File: src/rtl/serial_sub.sv
// Digit-serial subtractor: d = (a - b - bin) mod 2^WIDTH, DIGIT bits per cycle from the LSB, borrow kept in a register.
// Defining SERSUB_FLAGS_EN adds the eq (d == 0) and ovf (signed overflow) result flags.
module serial_sub #(
  parameter int WIDTH = 16,
  parameter int DIGIT = 4
) (
  input  logic             clk,
  input  logic             rst_n,
  input  logic             in_valid,
  output logic             in_ready,
  input  logic [WIDTH-1:0] a,
  input  logic [WIDTH-1:0] b,
  input  logic             bin,
  output logic             out_valid,
  input  logic             out_ready,
  output logic [WIDTH-1:0] d,
  output logic             bout
`ifdef SERSUB_FLAGS_EN
  ,
  output logic             eq,
  output logic             ovf
`endif
);

  localparam int NDIG = WIDTH / DIGIT;
  localparam int CW   = (NDIG > 1) ? $clog2(NDIG) : 1;
  localparam logic [CW-1:0] LAST = CW'(NDIG - 1);

  generate
    if (WIDTH < 1 || (WIDTH % DIGIT) != 0) begin : g_bad_cfg
      $error("serial_sub: WIDTH must be >= 1 and a multiple of DIGIT");
    end
  endgenerate

  typedef enum logic [1:0] {S_IDLE, S_BUSY, S_DONE} state_t;

  state_t           state_q, state_d;
  logic [WIDTH-1:0] opa_q, opa_d;
  logic [WIDTH-1:0] opb_q, opb_d;
  logic             brw_q, brw_d;
  logic [CW-1:0]    cnt_q, cnt_d;
  logic [WIDTH-1:0] res_q, res_d;
  logic             bout_q, bout_d;
  logic             rdy_q, vld_q;
  logic [DIGIT:0]   dig;
  logic [WIDTH-1:0] res_new;

  always_comb begin
    state_d = state_q;
    opa_d   = opa_q;
    opb_d   = opb_q;
    brw_d   = brw_q;
    cnt_d   = cnt_q;
    res_d   = res_q;
    bout_d  = bout_q;

    // One DIGIT+1 bit subtraction; the MSB is the borrow into the next digit.
    dig = {1'b0, opa_q[cnt_q*DIGIT +: DIGIT]}
        - {1'b0, opb_q[cnt_q*DIGIT +: DIGIT]}
        - {{DIGIT{1'b0}}, brw_q};
    res_new = res_q;
    res_new[cnt_q*DIGIT +: DIGIT] = dig[DIGIT-1:0];

    case (state_q)
      S_IDLE: begin
        if (in_valid && rdy_q) begin
          opa_d   = a;
          opb_d   = b;
          brw_d   = bin;
          cnt_d   = '0;
          state_d = S_BUSY;
        end
      end
      S_BUSY: begin
        res_d = res_new;
        brw_d = dig[DIGIT];
        if (cnt_q == LAST) begin
          bout_d  = dig[DIGIT];
          state_d = S_DONE;
        end else begin
          cnt_d = cnt_q + 1'b1;
        end
      end
      S_DONE: begin
        if (out_ready) state_d = S_IDLE;
      end
      default: state_d = S_IDLE;
    endcase
  end

  always_ff @(posedge clk or negedge rst_n) begin
    if (!rst_n) begin
      state_q <= S_IDLE;
      opa_q   <= '0;
      opb_q   <= '0;
      brw_q   <= 1'b0;
      cnt_q   <= '0;
      res_q   <= '0;
      bout_q  <= 1'b0;
      rdy_q   <= 1'b0;
      vld_q   <= 1'b0;
    end else begin
      state_q <= state_d;
      opa_q   <= opa_d;
      opb_q   <= opb_d;
      brw_q   <= brw_d;
      cnt_q   <= cnt_d;
      res_q   <= res_d;
      bout_q  <= bout_d;
      rdy_q   <= (state_d == S_IDLE);
      vld_q   <= (state_d == S_DONE);
    end
  end

  assign in_ready  = rdy_q;
  assign out_valid = vld_q;
  assign d         = res_q;
  assign bout      = bout_q;

`ifdef SERSUB_FLAGS_EN
  logic eq_q, ovf_q;

  // Flags are taken from the completed result on the final digit, so they hold with d.
  always_ff @(posedge clk or negedge rst_n) begin
    if (!rst_n) begin
      eq_q  <= 1'b0;
      ovf_q <= 1'b0;
    end else if (state_q == S_BUSY && cnt_q == LAST) begin
      eq_q  <= (res_new == '0);
      ovf_q <= (opa_q[WIDTH-1] ^ opb_q[WIDTH-1]) & (res_new[WIDTH-1] ^ opa_q[WIDTH-1]);
    end
  end

  assign eq  = eq_q;
  assign ovf = ovf_q;
`endif

endmodule

File: config.mk
export PLATFORM = sky130hd
export DESIGN_NAME = serial_sub
export DESIGN_NICKNAME = d
export VERILOG_FILES = /design/src/rtl/serial_sub.sv
export SDC_FILE = /design/constraint.sdc
export NUM_CORES = 1
export LEC_CHECK = 0
export ABC_AREA = 1
export BUFFER_PORTS_ARGS = -buffer_cell sky130_fd_sc_hd__buf_2
export CELL_PAD_IN_SITES_DETAIL_PLACEMENT = 1
export CELL_PAD_IN_SITES_GLOBAL_PLACEMENT = 2
export CORE_MARGIN = 2
export CORE_UTILIZATION = 31
export DETAILED_ROUTE_END_ITERATION = 7
export GPL_TIMING_DRIVEN = 0
export PLACE_DENSITY_LB_ADDON = 0.1
export REMOVE_ABC_BUFFERS = 1
export SYNTH_ARGS = -nofsm -noshare
export SYNTH_HDL_FRONTEND = slang
export SYNTH_SLANG_ARGS = --single-unit
export TNS_END_PERCENT = 50
File: constraint.sdc
create_clock -name clk -period 2.2 [get_ports clk]
set_input_delay 0.44 -clock clk [delete_from_list [all_inputs] [get_ports clk]]
set_output_delay 0.44 -clock clk [all_outputs]
set_load 0.1 [all_outputs]
==> impl_metrics.env <==
export IMPL_cp_cell_sequence="buf_6 > nand2_1 > a32o_2 > fa_2 > inv_2 > fa_2 > nor2_4 > nand2_2 > o21ai_2"
export IMPL_synth_seq_cells=56
export IMPL_rsz0062_at_grt="true"
export IMPL_drive_above_1_share_pct=38.92
export IMPL_hold_viol=0
export IMPL_die_h_um=96.92
export IMPL_crit_buf_inv=2
export IMPL_drv_slew=0
export IMPL_status="finished with violations"
export IMPL_cp_data_required_time_ns=2.45
export IMPL_worstSetupEndpoint="d[13]$_DFFE_PN0P_"
export IMPL_antenna_found_initial=0
export IMPL_setup_tns_ns=-0.4464
export IMPL_die_area_mm2=0.009393
export IMPL_nNetsFinal=364
export IMPL_yosys_warnings=0
export IMPL_wl_met2_mm=3.120
export IMPL_instances_no_fill=421
export IMPL_clock_skew_ns=0.009350
export IMPL_grt_max_degree=57
export IMPL_pin_count=56
export IMPL_final_design_area_no_fill_mm2=0.003368
export IMPL_ff2ff_path_depth=9
export IMPL_hold_path_class="input pin to async pin"
export IMPL_yosys_area_top_type="dfrtp_1"
export IMPL_clock_sinks=56
export IMPL_synthMuxAreaShare_pct=14.96
export IMPL_layout_setup_ws_ns=-0.07960
export IMPL_die_w_um=96.92
export IMPL_fmax_mhz=438.7
export IMPL_htree_levels=2
export IMPL_reg2reg_slack_ns=-0.08
export IMPL_routedWlPerCell_um=15.17
export IMPL_synth_area_top_cells="dfrtp_1 52%, mux2_1 8.4%, nand2_1 6.2%"
export IMPL_timing_rr_end="d[13]$_DFFE_PN0P_"
export IMPL_antennaDiodeCount=0
export IMPL_top_layer="met4"
export IMPL_drt_met1_wl_mm=2.915
export IMPL_path_clk_slew_ns=0.10
export IMPL_drt_vias_per_instance=4.800
export IMPL_critical_path_top_delay_family="adder cells"
export IMPL_cts_tree="done"
export IMPL_rows=33
export IMPL_grt_overflow=0
export IMPL_drt_pre_antenna_iters=4
export IMPL_port_buffers=55
export IMPL_clockRootBuffer="clkbuf_8"
export IMPL_gp_congestion=0.7215
export IMPL_max_slew_margin_pct=51.20
export IMPL_clk_latency_ns=0.32
export IMPL_critPathKind="flip-flop to flip-flop"
export IMPL_initial_core_util_pct=32.25
export IMPL_core_area_mm2=0.008299
export IMPL_regArea_mm2=0.001406
export IMPL_synth_compound_area_share_pct=8.929
export IMPL_post_route_min_period_ns=2.280
export IMPL_start_kind="flip-flop"
export IMPL_cp_arrival_ns=2.53
export IMPL_maxCapViolCount=0
export IMPL_finalCritPeriodShare_pct=103.6
export IMPL_cpMostUsedCell="fa_2"
export IMPL_synthTopCellsByCount="56 x dfrtp_1, 44 x nand2_1, 20 x mux2_1"
export IMPL_worstReg2RegStart="cnt_q[0]$_DFFE_PN0P_"
export IMPL_drc=0
export IMPL_track_usage_pct=14.98
export IMPL_path_max_fanout=5
export IMPL_synth_simple_area_share_pct=12.39
export IMPL_synthCells=245
export IMPL_syn_area_mm2=0.002676
export IMPL_multi_input_area_mm2=0.001232
export IMPL_cts_buffers=5
export IMPL_worst_pin_slew_ns=0.7320
export IMPL_yosysSeqAreaShare_pct=52.36
export IMPL_cts_path_max_buffers=2
export IMPL_synth_async_reset_ratio_pct=100.0
export IMPL_cpPeakStageDelay_ns=0.51
export IMPL_place_hpwl_mm=4.113
export IMPL_yosysMostFrequentCell="dfrtp_1"
export IMPL_violations="setup timing"
export IMPL_cpMaxStageDelayCell="dfrtp_4"
export IMPL_end_kind="flip-flop"
export IMPL_synth_xor_area_share_pct=0.3273
export IMPL_finalWirelength_mm=6.388
export IMPL_vias=2021
export IMPL_synth_top_area_share_pct=52.36
export IMPL_dpl_cell_count=397
export IMPL_synth_top_family_by_area="multiplexers"
export IMPL_dpl_cell_area_mm2=0.003024
export IMPL_initialDrtViolationCount=34
export IMPL_setup_violations=10
export IMPL_fillerInstances=955
export IMPL_whs_ns=0.1727
export IMPL_route_met3_wl_um=286
export IMPL_first_global_vias=2243
export IMPL_cp_num_cells=9
export IMPL_synth_edf_count=0
export IMPL_synth_cell_types=31
export IMPL_synth_ff_type="dfrtp_1"
export IMPL_crit_start="cnt_q[0]$_DFFE_PN0P_"
export IMPL_synthAdderAreaFrac_pct=6.171
export IMPL_area_growth_syn_to_layout_pct=25.85
export IMPL_grt_first_pass_wirelength_mm=11.32
export IMPL_synth_area_per_cell_um2=10.92
export IMPL_drt_antenna_violating_nets=0
-- what timing repair did --
item                                    CTS  global route
cloned                                    1             0
hold buffers                              0             0
endpoints found under the setup margin   19            14
buffers inserted                         15             0
pin swaps                                13             4
gates resized for setup                  34             5
-- metal layers --
metal / vias to the layer above / global-route usage [%]
li1: 971 / -
met1: 1003 / 19.30
met2: 43 / 25.11
met3: 4 / 3.613
met4: 0 / 4.225
met5: - / 0
-- cell type report --
class / count / share of cell area [%]
Sequential cell: 56 / 41.75
Multi-Input combinational cell: 162 / 36.59
Timing Repair Buffer: 70 / 11.92
Tap cell: 105 / 3.900
Inverter: 19 / 2.452
Clock buffer: 6 / 2.155
Clock inverter: 2 / 1.040
Timing Repair inverter: 1 / 0.1857
-- through the flow --
| step | utilization (%) | setup WS [ns] |
|---|---|---|
| 6_report | 40.59 | -0.07960 |
| 5_1_grt | 40.59 | -0.1922 |
| 4_1_cts | 40.43 | -0.07705 |
| 3_5_place_dp | 36.44 | -1.111 |
| 3_3_place_gp | 36.44 | -1.057 |
| 2_1_floorplan | - | -0.3402 |
-- worst register-to-register path, stage by stage, from the launching register on --
cell and delay (ns):
dfrtp_4 0.51, buf_6 0.12, nand2_1 0.04, a32o_2 0.28, fa_2 0.39, inv_2 0.07, fa_2 0.45, nor2_4 0.13
nand2_2 0.09, o21ai_2 0.13
-- how the worst min path moves through the flow --
stage                                  endpoint  depth (start not counted)  slack, ns
final                     opa_q[12]$_DFFE_PN0P_                          1       0.17
after global routing      opb_q[13]$_DFFE_PN0P_                          1       0.23
after CTS                   out_valid$_DFF_PN0_                          2       0.30
after detailed placement      d[15]$_DFFE_PN0P_                          2       0.47
after global placement        d[11]$_DFFE_PN0P_                          2       0.46
after floorplan                bout$_DFFE_PN0P_                          0       0.14
-- sequential cells by signal (all words and copies together), names as in the netlist --
register / count
state_q: 2
cnt_q: 2
out_valid: 1
in_ready: 1
brw_q: 1
d: 16
opa_q: 16
bout: 1
opb_q: 16
-- placed cells by master (no fill, tap or decap), types with 3 or more instances in the layout --
master     n
a21oi_1    3
mux2_1    20
o21ai_2    5
mux2_4     8
inv_2      3
dfrtp_1   54
mux2_2     4
buf_4     13
nand2_1   39
nor2_2     3
ha_1       9
o21ai_0   15
o21ai_1    7
clkbuf_8   5
inv_1     14
nand2_2    5
nand3_1   10
buf_6      3
buf_2     54
nor2_1     9
nor2_4     3
-- kinds of logic (layout without fill, tap and decap cells) --
family,after synthesis,count (layout)
AND/OR/NAND/NOR,75,75
flip-flops,56,56
AO/OA/AOI/OAI,41,41
multiplexers,33,33
buffers and inverters,27,98
adder cells (fa/ha/maj),12,12
XOR/XNOR,1,1
Power is left out: the tool's default activity adds up to more than one toggle a clock period on the data nets, which glitch-free logic cannot reach.
